File: src/rtl/alu_arbiter_pkg.sv
// Shared ALU definitions: operand/shift widths, opcode encoding and the
// result bundle produced by the ALU.
package alu_arbiter_pkg;

   localparam int XLEN = 32;
   localparam int SHW  = 5;
   localparam int OPW  = 5;

   typedef enum logic [OPW-1:0] {
      OP_ADD = 5'd0,
      OP_SUB = 5'd1,
      OP_AND = 5'd2,
      OP_OR  = 5'd3,
      OP_SLL = 5'd4,
      OP_SRA = 5'd5
   } alu_op_e;

   typedef struct packed {
      logic [XLEN-1:0] result;
      logic            ne;
      logic            lt;
      logic            ovf;
      logic            err;
   } alu_rsp_t;

endpackage

File: src/rtl/alu_arbiter_alu.sv
// Combinational ALU shared by both requesters. Illegal opcodes yield an
// all-zero result bundle with only err set.
module alu
   import alu_arbiter_pkg::*;
(
   input  logic [OPW-1:0]  opcode,
   input  logic [SHW-1:0]  shamt,
   input  logic [XLEN-1:0] a,
   input  logic [XLEN-1:0] b,
   output alu_rsp_t        rsp
);

   logic [XLEN-1:0] sum;
   logic [XLEN-1:0] diff;

   assign sum  = a + b;
   assign diff = a - b;

   always_comb begin
      rsp        = '0;
      rsp.ne     = (a != b);
      rsp.lt     = ($signed(a) < $signed(b));
      case (alu_op_e'(opcode))
         OP_ADD: begin
            rsp.result = sum;
            rsp.ovf    = (a[XLEN-1] == b[XLEN-1]) && (sum[XLEN-1] != a[XLEN-1]);
         end
         OP_SUB: begin
            rsp.result = diff;
            rsp.ovf    = (a[XLEN-1] != b[XLEN-1]) && (diff[XLEN-1] != a[XLEN-1]);
         end
         OP_AND:  rsp.result = a & b;
         OP_OR:   rsp.result = a | b;
         OP_SLL:  rsp.result = a << shamt;
         OP_SRA:  rsp.result = $signed(a) >>> shamt;
         default: begin
            rsp     = '0;
            rsp.err = 1'b1;
         end
      endcase
   end

endmodule

File: src/rtl/alu_arbiter.sv
// Two-requester front end for one shared ALU: grant selection, operand mux
// and a single-entry response register with valid/ready back-pressure.
module alu_arbiter
   import alu_arbiter_pkg::*;
#(
   parameter bit FIXED_PRIO = 1'b0
) (
   input  logic            clock,
   input  logic            reset_n,
   input  logic            req0_valid,
   output logic            req0_ready,
   input  logic [OPW-1:0]  req0_opcode,
   input  logic [SHW-1:0]  req0_shamt,
   input  logic [XLEN-1:0] req0_a,
   input  logic [XLEN-1:0] req0_b,
   input  logic            req1_valid,
   output logic            req1_ready,
   input  logic [OPW-1:0]  req1_opcode,
   input  logic [SHW-1:0]  req1_shamt,
   input  logic [XLEN-1:0] req1_a,
   input  logic [XLEN-1:0] req1_b,
   output logic            rsp_valid,
   input  logic            rsp_ready,
   output logic            rsp_id,
   output logic [XLEN-1:0] rsp_result,
   output logic            rsp_ne,
   output logic            rsp_lt,
   output logic            rsp_ovf,
   output logic            rsp_err
);

   logic            run_reg;
   logic            last_reg;
   logic            rsp_valid_reg;
   logic            rsp_id_reg;
   alu_rsp_t        rsp_reg;

   logic            grant;
   logic            accept;
   logic [OPW-1:0]  sel_opcode;
   logic [SHW-1:0]  sel_shamt;
   logic [XLEN-1:0] sel_a;
   logic [XLEN-1:0] sel_b;
   alu_rsp_t        alu_out;

   // run_reg keeps readies low while reset is asserted and until the first
   // clock edge after release.
   always_comb begin
      grant = 1'b0;
      if (req0_valid && req1_valid) begin
         grant = FIXED_PRIO ? 1'b0 : ~last_reg;
      end else begin
         grant = req1_valid;
      end
      accept = run_reg && (!rsp_valid_reg || rsp_ready) && (req0_valid || req1_valid);
   end

   assign req0_ready = accept & ~grant;
   assign req1_ready = accept &  grant;

   assign sel_opcode = grant ? req1_opcode : req0_opcode;
   assign sel_shamt  = grant ? req1_shamt  : req0_shamt;
   assign sel_a      = grant ? req1_a      : req0_a;
   assign sel_b      = grant ? req1_b      : req0_b;

   alu u_alu (
      .opcode (sel_opcode),
      .shamt  (sel_shamt),
      .a      (sel_a),
      .b      (sel_b),
      .rsp    (alu_out)
   );

   always_ff @(posedge clock or negedge reset_n) begin
      if (!reset_n) begin
         run_reg       <= 1'b0;
         last_reg      <= 1'b1;
         rsp_valid_reg <= 1'b0;
         rsp_id_reg    <= 1'b0;
         rsp_reg       <= '0;
      end else begin
         run_reg <= 1'b1;
         if (accept) begin
            rsp_valid_reg <= 1'b1;
            rsp_id_reg    <= grant;
            rsp_reg       <= alu_out;
            last_reg      <= grant;
         end else if (rsp_ready) begin
            rsp_valid_reg <= 1'b0;
         end
      end
   end

   assign rsp_valid  = rsp_valid_reg;
   assign rsp_id     = rsp_id_reg;
   assign rsp_result = rsp_reg.result;
   assign rsp_ne     = rsp_reg.ne;
   assign rsp_lt     = rsp_reg.lt;
   assign rsp_ovf    = rsp_reg.ovf;
   assign rsp_err    = rsp_reg.err;

endmodule
File: config.mk
export PLATFORM = sky130hd
export DESIGN_NAME = alu_arbiter
export DESIGN_NICKNAME = d
export VERILOG_FILES = /design/src/rtl/alu_arbiter_pkg.sv /design/src/rtl/alu_arbiter_alu.sv /design/src/rtl/alu_arbiter.sv
export SDC_FILE = /design/constraint.sdc
export NUM_CORES = 1
export LEC_CHECK = 0
export ABC_AREA = 1
export CORE_MARGIN = 4
export CORE_UTILIZATION = 29
export CTS_BUF_LIST = sky130_fd_sc_hd__clkbuf_4 sky130_fd_sc_hd__clkbuf_8 sky130_fd_sc_hd__clkbuf_16
export DETAILED_ROUTE_END_ITERATION = 10
export MAX_ROUTING_LAYER = met4
export PLACE_DENSITY_LB_ADDON = 0.2
export SYNTH_ARGS = -nofsm -noshare
export SYNTH_HDL_FRONTEND = slang
export SYNTH_SLANG_ARGS = --single-unit
File: constraint.sdc
create_clock -name clock -period 3.3 [get_ports clock]
set_input_delay 0.33 -clock clock [delete_from_list [all_inputs] [get_ports clock]]
set_output_delay 0.33 -clock clock [all_outputs]
set_load 0.01 [all_outputs]
== After elaboration in Yosys (flattened, before gate mapping) ==
Cells that the tools add are included.
Cells by class
  bitwise gates (word level): 6
  add/subtract/negate cells: 2
  mux-type cells: 11
  shift operators: 2
  reductions and logical operators: 11
  eq/ne operators: 10
  magnitude comparators: 1
Operators with widths (number)
  one-hot mux 32 bit (6 select lines): 1
  2-to-1 mux 32 bit: 2
  adder 32 bit: 1
  bitwise AND 32 bit: 1
  less-than comparator 32 bit: 1
  != test 32 bit: 1
  bitwise OR 32 bit: 1
  << shifter 32 x 5 -> 32 bit: 1
  >>> shifter 32 x 5 -> 32 bit: 1
  subtractor 32 bit: 1
  == test 5 x 2 -> 1 bit, second input constant: 2
  == test 5 x 3 -> 1 bit, second input constant: 2
  2-to-1 mux 5 bit: 2
  OR reduction 6 bit: 1
  == test 5 x 1 -> 1 bit, second input constant: 1
  logical AND 1 bit: 5
  zero test 5 bit: 1
  2-to-1 mux 1 bit: 4
  != test 1 bit: 3
  bitwise AND 1 bit: 2
  logical OR 1 bit: 2
  2-to-1 mux 2 bit: 1
  NOT 1 bit: 2
  one-hot mux 1 bit (2 select lines): 1
  3 further kinds: 3
Word-level totals
  logic and storage cells: 52
  output and inout bits: 40
  register bits after elaboration: 40

== Depth between registers and ports, before layout ==
Gate-level depths: netlist of run 1.
  word-level depth: 7
  mapped depth: 28
  mapped depth without buffers: 24

== Cells and area by module ==
Synthesis of run 1 repeated with hierarchy kept, for this count alone.
Unflattened totals
  cell total of the unflattened synthesis: 2421
  area total of the unflattened synthesis: 12784.8 um2
By module, submodules not included
  alu: area an instance 10186.0 um2, cells an instance 2004, instances 1, seq. area each 0.0 um2
  alu_arbiter: area an instance 2598.7 um2, cells an instance 417, instances 1, seq. area each 1002.2 um2

== Least setup slack after synthesis of run 1 ==
Ideal clock, no wire load.
  kind: register to register
  from: reg last_reg
  to: reg rsp_reg, in the netlist rsp_result[14]
  period minus slack after synthesis: 3492 ps
  buffers on the path: 4
  arrival time: 3371 ps
  setup slack: -192 ps
  cell stages (with the launch flop): 21
  setup time: 120 ps
  path through: dfstp_2 > nand2_1 > nand2_4 > buf_4 > buf_4 > clkbuf_1 > clkbuf_1 > nand2_1 > o21ai_0 > ha_1 > inv_1 > fa_1 > nand3_1 > nand3_1 > nand2_1 > nand3_1 > o21ai_0 > a21oi_1 > nand3b_1 > o21ai_1 > nand2_1
On the way
  longest elaborated chain between the ends: 5
Ends and longest elaborated chain
  start: declaration: RTL line alu_arbiter.sv:33  | logic last_reg;
  start signal: assignment: RTL line alu_arbiter.sv:87  | last_reg <= grant;
  NOT 1 bit (*): RTL line alu_arbiter.sv:51  | grant = FIXED_PRIO ? 1'b0 : ~last_reg;
  2-to-1 mux 1 bit (*): RTL line alu_arbiter.sv:50  | if (req0_valid && req1_valid) begin
  2-to-1 mux 32 bit, or another cell as far along: RTL line alu_arbiter.sv:63  | assign sel_a = grant ? req1_a : req0_a;
  subtractor 32 bit, or another cell as far along: RTL line alu_arbiter_alu.sv:17  | assign diff = a - b;
  one-hot mux 32 bit (6 select lines) (*): RTL line alu_arbiter_alu.sv:23  | case (alu_op_e'(opcode))
  end signal: assignment: RTL line alu_arbiter.sv:86  | rsp_reg <= alu_out;
  end: declaration: RTL line alu_arbiter.sv:36  | alu_rsp_t rsp_reg;
Mark *: on every way between the ends. The rest lies on a longest branch, timed or not.
A chain may end at the register's enable or synchronous reset.

== Final worst setup path of run 1 ==
  from: reg last_reg
  to: reg rsp_reg, in the netlist rsp_result[21]
Same word-level chain as after synthesis.

==> impl_metrics.py, run 1 <==
metrics = {
    "global_route": {
        "antenna_found_initial": 2,
        "grt_usage": 0.3515,
        "grt_pass1_vias": 18587,
        "grt_pass1_wl_um": 119400,
        "grt_max_degree": 41,
        "grt_overflow": 0,
    },
    "drt": {
        "viasPerCell": 5.267,
        "drt_iter0_markers": 1951,
        "dr.pass1.iters": 6,
        "post-route-drc-count": 0,
        "routed_wirelength_um": 85730,
        "antenna_left": 0,
        "num_vias": 19793,
        "wl_per_cell_um": 22.81,
    },
    "placement": {
        "dp.cells": 3679,
        "place_congestion": 1.085,
        "hpwl_um": 72240,
        "portBuffers": 192,
    },
    "sta": {
        "finalCriticalPeriod_ns": 3.317,
        "final-hold-violation-count": 0,
        "setup_tns_ns": -0.02740,
        "drv_slew": 0,
        "rsz0062_at_grt": "true",
        "fmax_mhz": 301.5,
        "finClkSkew_ns": 0.004870,
        "tightest_slew_ns": 1.018,
        "relSlewSlack": 0.3214,
        "setup_viol": 3,
        "timing.final.crit_share": 1.005,
        "setup_ws_ns": -0.01690,
    },
    "clock_network": {
        "cts_tree": "yes",
        "cts.hold.buffers_added": 0,
        "htreeDepth": 2,
        "cts-root-buf": "clkbuf_16",
        "cts_made_buffers": 5,
        "path_clk_slew_ns": 0.06,
        "clk_latency_ns": 0.30,
        "clock-sinks": 40,
        "ctsLongestPathBuffers": 2,
    },
    "logic_synthesis": {
        "ys_types": 42,
        "syn_nets": 2694,
        "syn_area_um2": 12400,
        "synth_top_area_frac": 0.2743,
        "ys_seq_area_frac": 0.08084,
        "syn_area_per_cell_um2": 5.106,
        "synth.area.top_cells": "nand2_1 (27%), nand3_1 (15%), ha_1 (11%)",
        "synth_seq_cells": 40,
        "synth_top_area_cell": "nand2_1",
        "yosys_warnings": 0,
        "synthCells": 2428,
    },
    "critical_path": {
        "path_class": "reg2reg",
        "path_max_fanout": 8,
        "startpoint_type": "flip-flop",
        "cp.arrival_ns": 3.55,
        "cp-end-kind": "flip-flop",
        "required_ns": 3.54,
    },
    "worst_hold_path": {
        "hold_path.class": "in2async",
    },
    "floorplanning": {
        "initial_core_util": 0.2942,
        "dieArea_um2": 46120,
        "coreArea_um2": 42130,
        "rows": 75,
        "die_x_um": 214.8,
        "pin_count": 193,
        "die_h_um": 214.8,
    },
    "cells_and_area": {
        "final_cell_count_no_fill": 3758,
        "largest_register_ff_count": 32,
        "fillCellCount": 4284,
        "syn_to_final_growth_pct": 84.19,
        "drive_above_1_share": 0.3866,
        "nNetsFinal": 3483,
    },
    "power": {
        "p_int_uw": 4037,
        "p_seq_frac": 0.072,
        "p_per_area_nw_per_um2": 362.1,
        "ir_drop_mv": 0.1901,
        "p_switching_uw": 4231,
        "switching_share": 0.5117,
        "pwr-share-clk": 0.081,
        "pwr-share-comb": 0.847,
        "p_leak_uw": 0.01185,
    },
    "status": {
        "violations": "setup timing",
        "run_status": "finished, violations left",
    },
    "job": {
        "cap_viol_max_count": 0,
    },
}
-- final timing paths --
kind | depth (start not counted) | slack [ns] | endpoint | from
worst max-delay path | 23 | -0.02 | rsp_result[21]$_DFFE_PN0P_ | last_reg$_DFFE_PN1P_
worst min-delay path | 1 | 0.21 | rsp_valid$_DFFE_PN0P_ | reset_n
worst max register to register | 23 | -0.02 | rsp_result[21]$_DFFE_PN0P_ | last_reg$_DFFE_PN1P_
worst min register to register | 2 | 0.48 | rsp_result[5]$_DFFE_PN0P_ | rsp_result[5]$_DFFE_PN0P_
max in group asynchronous | 1 | 2.46 | rsp_result[4]$_DFFE_PN0P_ | reset_n
min in group clock | 2 | 0.48 | rsp_result[5]$_DFFE_PN0P_ | rsp_result[5]$_DFFE_PN0P_
-- metrics by stage --
stage	util	hold WS, ns	total power, uW	setup slack (ns)	area (um2)
4_1_cts	0.4800	0.2409	7070	-0.1425	20220
6_report	0.5419	0.2100	8268	-0.01690	22830
3_3_place_gp	0.4607	0.4568	6135	-1.116	19410
2_1_floorplan	-	0.03441	3008	0.01697	12420
3_5_place_dp	0.4607	0.4581	6128	-1.076	19410
5_1_grt	0.5419	0.2902	8708	-0.1551	22830
-- Yosys cell counts --
library cell	count
a21o_1	1
or2_2	2
dfrtp_1	39
fa_1	2
a21oi_1	98
o21a_1	2
o22ai_1	8
o221ai_1	1
nand3_1	373
dfstp_2	1
nor4_1	5
o21ai_0	106
nor2_1	142
or2_1	5
or2_0	1
nand2_2	4
nand4_4	1
xnor2_1	1
o21ai_4	1
o21ai_1	27
buf_1	3
xor2_1	7
o21ai_2	5
inv_2	10
ha_1	111
a211oi_1	1
nor2_4	6
nand2_4	2
o211ai_1	4
buf_6	1
clkbuf_1	50
nand2_1	906
conb_1	1
o2111ai_1	3
nor2_2	4
nor3_1	16
nand3b_1	35
buf_4	14
inv_1	346
o21bai_1	15
nand4_1	32
buf_2	36
-- placed cells by master, fill, tap and decap left out, types with 15 or more instances in the layout --
cell	count
a21oi_1	57
a21oi_2	30
buf_12	23
buf_4	625
buf_6	35
clkdlybuf4s50_1	189
dfrtp_1	39
ha_1	70
ha_4	32
inv_1	274
inv_2	72
nand2_1	745
nand2_2	136
nand2_4	30
nand3_1	317
nand3_2	41
nand3_4	15
nand3b_1	35
nand4_1	32
nor2_1	74
nor2_2	42
nor2_4	36
o21ai_0	49
o21ai_1	45
o21ai_2	32
-- repair_timing --
action	in CTS	in global routing
resized for setup	176	580
buffers inserted	3	61
hold endpoints to repair	0	0
cloned	1	6
setup endpoints to repair	35	35
pin swaps	13	163
-- area by class of cell --
class / instances / area [um2] / area share
Multi-Input combinational cell: 1929 / 11930 / 0.5224
Timing Repair Buffer: 885 / 7670 / 0.3359
Antenna cell: 1 / 2.502 / 0.0001096
Tap cell: 539 / 674.4 / 0.02953
Sequential cell: 40 / 1002 / 0.04389
Clock buffer: 6 / 132.6 / 0.005808
Clock inverter: 2 / 60.06 / 0.002630
Inverter: 356 / 1365 / 0.05978
-- metal layers --
metal,track usage,part of all wire,vias to the layer above
li1,-,-,9310
met1,0.4710,0.43,9350
met2,0.5547,0.44,959
met3,0.04322,0.079,174
met4,0.1091,0.045,0
met5,-,0,-
-- cell families (layout without fill, tap and decap cells) --
family,after synthesis,count (layout),share of synthesized area
buffers and inverters,460,1249,0.1478
flip-flops,40,40,0.08084
XOR/XNOR,8,8,0.005652
AO/OA/AOI/OAI,272,272,0.1189
AND/OR/NAND/NOR,1534,1535,0.5313
adder cells (fa/ha/maj),113,113,0.1153
other,1,2,0.0003025
-- worst max-delay path: stages (launching register included) --
cell and delay (ns):
dfstp_2 0.58, nand2_8 0.12, nand2_8 0.10, buf_12 0.16, buf_16 0.14, buf_6 0.11, nand2_1 0.07, o21ai_2 0.11
ha_4 0.27, nand2_1 0.09, nand2_2 0.11, a21oi_2 0.15, buf_6 0.15, nor2_1 0.05, nor2_2 0.15, nand2_2 0.11
buf_6 0.13, nand3_4 0.07, nand2_2 0.05, nand2_1 0.07, nand3_2 0.11, nand4_1 0.16, nand2_1 0.07, nand2_1 0.07
-- power by group through the flow --
stage | clock network [uW] | registers (uW) | logic (uW)
floorplan | 0 | 619 | 2390
CTS | 677 | 599 | 5790
detailed placement | 0 | 604 | 5520
finish | 668 | 599 | 7000
global route | 697 | 606 | 7410
global placement | 0 | 602 | 5530
Power figures use the tool's default switching activity.
==> run 2, diff against run 1 <==
CELL_PAD_IN_SITES_DETAIL_PLACEMENT = 0   (was unset)
CELL_PAD_IN_SITES_GLOBAL_PLACEMENT = 1   (was unset)
SYNTH_HIERARCHICAL = 1   (was unset)
==> impl_metrics.py, run 2 <==
metrics = {
    "critical_path": {
        "worstSetupEndpoint": "rsp_result[31]$_DFFE_PN0P_",
        "reg2reg_depth": 17,
        "crit_start": "last_reg$_DFFE_PN1P_",
        "rrSetupSlack_ns": 0.16,
        "cp-end-kind": "flip-flop",
        "startpoint_type": "flip-flop",
        "path_max_fanout": 9,
        "path_class": "reg2reg",
        "timing.rr.end": "rsp_result[31]$_DFFE_PN0P_",
        "required_ns": 3.48,
        "reg2reg_from": "last_reg$_DFFE_PN1P_",
        "cp.arrival_ns": 3.32,
    },
    "floorplanning": {
        "coreArea_um2": 43360,
        "die_h_um": 218.0,
        "dieArea_um2": 47510,
        "pin_count": 193,
        "rows": 76,
        "initial_core_util": 0.2948,
        "die_x_um": 218.0,
    },
    "power": {
        "power.total_uw": 7279,
        "p_seq_frac": 0.088,
        "p_leak_uw": 0.01071,
        "switching_share": 0.5241,
        "p_int_uw": 3464,
        "p_per_area_nw_per_um2": 364.1,
        "ir_drop_mv": 0.2009,
        "pwr-share-comb": 0.845,
        "p_switching_uw": 3815,
        "pwr-share-clk": 0.068,
    },
    "sta": {
        "setup_tns_ns": 0,
        "finalCriticalPeriod_ns": 3.139,
        "setup_viol": 0,
        "finClkSkew_ns": 0.004406,
        "fmax_mhz": 318.6,
        "timing.final.crit_share": 0.9512,
        "tightest_slew_ns": 0.9978,
        "final-hold-violation-count": 0,
        "drv_slew": 0,
        "relSlewSlack": 0.3348,
        "hold_ws_ns": 0.2023,
    },
    "logic_synthesis": {
        "synth_top_area_cell": "nand2_1",
        "synthFlopType": "dfrtp_1",
        "syn_area_um2": 12780,
        "synthCells": 2421,
        "yosysMostFrequentCell": "nand2_1",
        "yosys_warnings": 6,
        "ys_types": 52,
        "synth_top_area_frac": 0.2645,
        "async_flop_share": 1.000,
        "synth-edff-count": 0,
        "synth.area.top_cells": "nand2_1 (26%), nand3_1 (18%), ha_1 (11%)",
        "syn_area_per_cell_um2": 5.281,
        "synth_common_cells": "nand2_1 (901), nand3_1 (469), inv_1 (316), nor2_1 (137), ha_1 (110)",
        "synth_seq_cells": 40,
        "syn_nets": 2686,
        "ys_seq_area_frac": 0.07839,
    },
    "drt": {
        "antenna_left": 0,
        "post-route-drc-count": 0,
        "routed_wirelength_um": 76910,
        "num_vias": 17969,
        "drt_iter0_markers": 1485,
        "wl_per_cell_um": 21.60,
        "dr.pass1.iters": 6,
        "viasPerCell": 5.046,
    },
    "clock_network": {
        "clk_latency_ns": 0.29,
        "cts.hold.buffers_added": 0,
        "cts-root-buf": "clkbuf_16",
        "cts_made_buffers": 5,
        "clock-sinks": 40,
        "ctsLongestPathBuffers": 2,
        "htreeDepth": 2,
        "cts_tree": "yes",
        "path_clk_slew_ns": 0.06,
    },
    "global_route": {
        "antenna_found_initial": 2,
        "grt_overflow": 0,
        "grt_pass1_vias": 17373,
        "grt_pass1_wl_um": 110600,
        "grt_max_degree": 63,
        "grt_usage": 0.3173,
    },
    "cells_and_area": {
        "post-route-util": 0.4610,
        "final_cell_mix": "nand2_1 (821), nand3_1 (458), buf_4 (421), inv_1 (290), clkdlybuf4s50_1 (189)",
        "nNetsFinal": 3238,
        "drive_above_1_share": 0.2636,
        "largest_register_ff_count": 32,
        "syn_to_final_growth_pct": 56.36,
        "layout_commonest_cell": "nand2_1",
    },
    "status": {
        "run_status": "finished, final reports clean",
    },
    "placement": {
        "place_congestion": 1.007,
        "portBuffers": 192,
        "hpwl_um": 62330,
    },
    "worst_hold_path": {
        "hold_path.class": "in2async",
    },
    "job": {
        "cap_viol_max_count": 0,
    },
}
run 2: changes by cell type in the layout (fill, tap and decap cells not counted), moves of 25 or more:
cell / change
o21ai_2: -25
nand2_2: -47
nor2_1: +33
nand2_1: +76
nand3_1: +141
buf_4: -204
buf_6: -29
nor2_4: -26
inv_2: -41
o21ai_1: -27
o21ai_0: -27
run 2: power by group through the flow:
stage               registers, uW  clock network, uW  logic [uW]
global placement              646                  0        5450
finish                        639                492        6150
detailed placement            647                  0        5440
CTS                           640                510        5760
floorplan                     678                  0        2710
global route                  653                540        6640
run 2: cell families after synthesis:
logic type | after synthesis | share of synthesized area
xor gates and xnor gates | 4 | 0.002740
other | 1 | 0.0002933
AOI/OAI and AO/OA | 186 | 0.08661
adders and majority gates | 112 | 0.1108
and+or+nand+nor | 1630 | 0.5620
buffers and inverters | 448 | 0.1591
DFF | 40 | 0.07839
run 2: area by class of cell:
class	instances	area, um2
repair buffers	668	6210
clock inverters	3	18.77
multi-input cells	1933	10640
well taps	585	732.0
inverters	325	1256
flip-flops and latches	40	1002
fillers	4831	23370
diodes	2	5.005
clock buffers	5	125.1
run 2: stage by stage:
step / area, um2 / worst slack (ns) / cells
2_1_floorplan: 12780 / 0.5490 / 2421
3_3_place_gp: 18290 / -0.7579 / 3519
3_5_place_dp: 18290 / -0.7379 / 3519
4_1_cts: 19150 / 0.002039 / 3536
5_1_grt: 19990 / -0.01080 / 3561
6_report: 19990 / 0.1610 / 3561
run 2: per-layer routing:
| metal | GRT usage | up-vias | wire length, um |
|---|---|---|---|
| met2 | 0.5390 | 608 | 36170 |
| met1 | 0.4077 | 8459 | 33720 |
| li1 | - | 8812 | - |
| met5 | - | - | 0 |
| met3 | 0.03344 | 90 | 4640 |
| met4 | 0.07289 | 0 | 2388 |
run 2: repair_timing:
action                     in CTS  in global routing
gates resized for setup       135                154
cloned                          6                  8
buffers inserted                3                 15
setup endpoints to repair      29                 33
pin swaps                      13                 46
run 2: critical path, stage by stage, from the launching register on:
cell	delay [ns]
dfstp_2	0.55
a21oi_4	0.06
buf_12	0.15
buf_12	0.15
clkbuf_16	0.18
nand2_1	0.11
nand2_4	0.10
buf_4	0.18
nand2_1	0.11
nand3_1	0.12
nand3_1	0.16
nand3_1	0.25
nand3_1	0.26
nand3_1	0.24
nor2_1	0.16
nand3_1	0.08
nand3_1	0.08
nand2_1	0.05
run 2: worst min-delay path by stage:
stage	slack, ns	depth (start not counted)	endpoint
floorplan	0.03	0	rsp_err$_DFFE_PN0P_
global placement	0.45	2	rsp_err$_DFFE_PN0P_
detailed placement	0.46	2	rsp_result[5]$_DFFE_PN0P_
CTS	0.23	1	rsp_result[9]$_DFFE_PN0P_
global route	0.28	1	rsp_result[9]$_DFFE_PN0P_
finish	0.20	1	rsp_result[9]$_DFFE_PN0P_
==> run 3, diff against run 2 <==
ABC_AREA = unset   (was 1)
TNS_END_PERCENT = 100   (was unset)
==> impl_metrics.py, run 3 <==
metrics = {
    "status": {
        "run_status": "finished, violations left",
        "violations": "setup timing",
    },
    "cells_and_area": {
        "fillCellCount": 3581,
        "largest_register_ff_count": 32,
        "syn_to_final_growth_pct": 77.23,
        "layout_commonest_cell": "buf_4",
        "post-route-util": 0.5226,
        "nNetsFinal": 2361,
        "final_cell_mix": "buf_4 (542), clkdlybuf4s50_1 (189), nor2_1 (133), a21oi_1 (99), ha_1 (89)",
        "drive_above_1_share": 0.4607,
    },
    "sta": {
        "relSlewSlack": 0.3118,
        "timing.final.crit_share": 1.323,
        "drv_slew": 0,
        "rsz0062_at_grt": "true",
        "final-hold-violation-count": 0,
        "hold_ws_ns": 0.1728,
        "fmax_mhz": 229.0,
        "setup_ws_ns": -1.067,
        "finalCriticalPeriod_ns": 4.367,
        "tightest_slew_ns": 1.032,
        "finClkSkew_ns": 0.01180,
        "setup_viol": 35,
    },
    "critical_path": {
        "worstSetupEndpoint": "rsp_result[23]$_DFFE_PN0P_",
        "cp.arrival_ns": 4.55,
        "path_class": "reg2reg",
        "path_max_fanout": 7,
        "reg2reg_from": "last_reg$_DFFE_PN1P_",
        "reg2reg_depth": 17,
        "rrSetupSlack_ns": -1.07,
        "startpoint_type": "flip-flop",
        "timing.rr.end": "rsp_result[23]$_DFFE_PN0P_",
        "crit_start": "last_reg$_DFFE_PN1P_",
        "cp-end-kind": "flip-flop",
        "required_ns": 3.49,
    },
    "logic_synthesis": {
        "syn_area_um2": 10820,
        "syn_nets": 1680,
        "synth_seq_cells": 40,
        "synth_common_cells": "nor2_1 (146), a21oi_1 (130), mux2_2 (111), ha_1 (110), inv_1 (97)",
        "synthCells": 1415,
        "syn_area_per_cell_um2": 7.648,
        "ys_types": 82,
        "synth_top_area_cell": "ha_1",
        "yosysMostFrequentCell": "nor2_1",
        "synth_top_area_frac": 0.1272,
        "synth-edff-count": 0,
        "ys_seq_area_frac": 0.09261,
        "synthFlopType": "dfrtp_1",
        "async_flop_share": 1.000,
        "synth.area.top_cells": "ha_1 (13%), mux2_2 (12%), dfrtp_1 (9.0%)",
        "yosys_warnings": 6,
    },
    "clock_network": {
        "cts.hold.buffers_added": 0,
        "cts-root-buf": "clkbuf_16",
        "cts_tree": "yes",
        "clk_latency_ns": 0.31,
        "path_clk_slew_ns": 0.08,
        "ctsLongestPathBuffers": 2,
        "htreeDepth": 2,
        "cts_made_buffers": 5,
        "clock-sinks": 40,
    },
    "placement": {
        "portBuffers": 192,
        "place_congestion": 0.9843,
        "hpwl_um": 49970,
        "pre_cts_slack_ns": -1.603,
    },
    "power": {
        "pwr-share-comb": 0.833,
        "p_leak_uw": 0.008696,
        "p_switching_uw": 3260,
        "p_seq_frac": 0.089,
        "p_int_uw": 3831,
        "p_per_area_nw_per_um2": 369.7,
        "pwr-share-clk": 0.078,
        "power.total_uw": 7092,
        "ir_drop_mv": 0.2336,
        "switching_share": 0.4597,
    },
    "floorplanning": {
        "coreArea_um2": 36700,
        "die_x_um": 201.2,
        "dieArea_um2": 40470,
        "die_h_um": 201.2,
        "initial_core_util": 0.2949,
        "rows": 70,
        "pin_count": 193,
    },
    "job": {
        "cap_viol_max_count": 0,
    },
    "drt": {
        "post-route-drc-count": 0,
        "antenna_left": 0,
        "wl_per_cell_um": 23.57,
        "routed_wirelength_um": 60500,
        "num_vias": 13818,
        "drt_iter0_markers": 1127,
        "viasPerCell": 5.383,
        "dr.pass1.iters": 5,
    },
    "global_route": {
        "top_usage_layer": "met2",
        "grt_pass1_wl_um": 87620,
        "met3_usage": 0.02804,
        "use_met2": 0.4866,
        "grt_overflow": 0,
        "grt_pass1_vias": 13805,
        "grt_usage": 0.2891,
        "grt_max_degree": 41,
        "grt.met1_usage": 0.3767,
        "antenna_found_initial": 2,
    },
    "worst_hold_path": {
        "hold_path.class": "in2async",
    },
}
run 3: changes by cell type after synthesis, sizes merged, moves of 21 or more:
cell / change
o21ai: +54
o22ai: -21
mux2: +131
a211oi: +32
nand3: -473
mux2i: +73
clkbuf: +51
inv: -224
mux4: +26
a21oi: +54
buf: -70
nand2: -856
run 3: critical path, cell delays in order (launching register included):
cell and delay (ns):
dfstp_2 0.56, a21boi_4 0.06, buf_12 0.14, buf_12 0.14, buf_12 0.12, buf_4 0.14
mux2_4 0.33, inv_4 0.07, ha_4 0.21, or4_4 0.53, a31oi_4 0.24, o31ai_4 0.10
a2111oi_4 0.38, nor2_1 0.11, o311a_1 0.31, or3_1 0.34, a31o_1 0.18, mux2_4 0.25
run 3: area by class of cell:
class | count | area (um2) | share of cell area
tap | 468 | 585.6 | 0.03053
clock buffer | 6 | 138.9 | 0.007241
inverter | 102 | 400.4 | 0.02088
antenna | 2 | 5.005 | 0.0002609
sequential | 40 | 1002 | 0.05225
clock inverter | 2 | 10.01 | 0.0005219
multi-input combinational | 1170 | 10350 | 0.5395
timing repair buffer | 777 | 6690 | 0.3488
run 3: power by group through the flow:
stage / sequential [uW] / clock, uW / combinational [uW]
2_1_floorplan: 673 / 0 / 2370
3_3_place_gp: 642 / 0 / 5090
3_5_place_dp: 644 / 0 / 5080
4_1_cts: 635 / 574 / 5330
5_1_grt: 646 / 583 / 6270
6_report: 634 / 550 / 5910
run 3: repair_timing:
item	CTS	global route
gates resized for setup	83	264
buffers inserted	19	27
pin swaps	25	86
setup endpoints to repair	35	35
cloned	0	4
run 3: per-layer routing:
layer  up-vias  part of all wire
li1       6571                 -
met2       465              0.47
met5         -                 0
met1      6711              0.44
met3        71             0.053
met4         0             0.030
run 3: worst min-delay path by stage:
stage	startpoint	endpoint	cells after the start
3_5_place_dp	rsp_result[10]$_DFFE_PN0P_	rsp_result[10]$_DFFE_PN0P_	1
5_1_grt	reset_n	rsp_result[31]$_DFFE_PN0P_	1
6_report	reset_n	rsp_result[31]$_DFFE_PN0P_	1
3_3_place_gp	rsp_result[9]$_DFFE_PN0P_	rsp_result[9]$_DFFE_PN0P_	1
2_1_floorplan	reset_n	rsp_err$_DFFE_PN0P_	0
4_1_cts	reset_n	rsp_lt$_DFFE_PN0P_	1
run 3: kinds of logic after synthesis:
family,count (synthesis),synth area share
buffers and inverters,206,0.07619
XOR/XNOR,21,0.01700
multiplexers,230,0.2579
other,1,0.0003465
adder cells (fa/ha/maj),112,0.1309
AO/OA/AOI/OAI,451,0.2746
AND/OR/NAND/NOR,354,0.1504
flip-flops,40,0.09261
run 3: per-stage QoR:
stage	setup TNS, ns	cells	instance area, um2
final	-23.73	2567	19180
after global placement	-46.36	2512	17230
after floorplan	-8.415	1415	10980
after global routing	-27.75	2567	19180
after detailed placement	-47.39	2512	17230
after CTS	-32.26	2538	17920
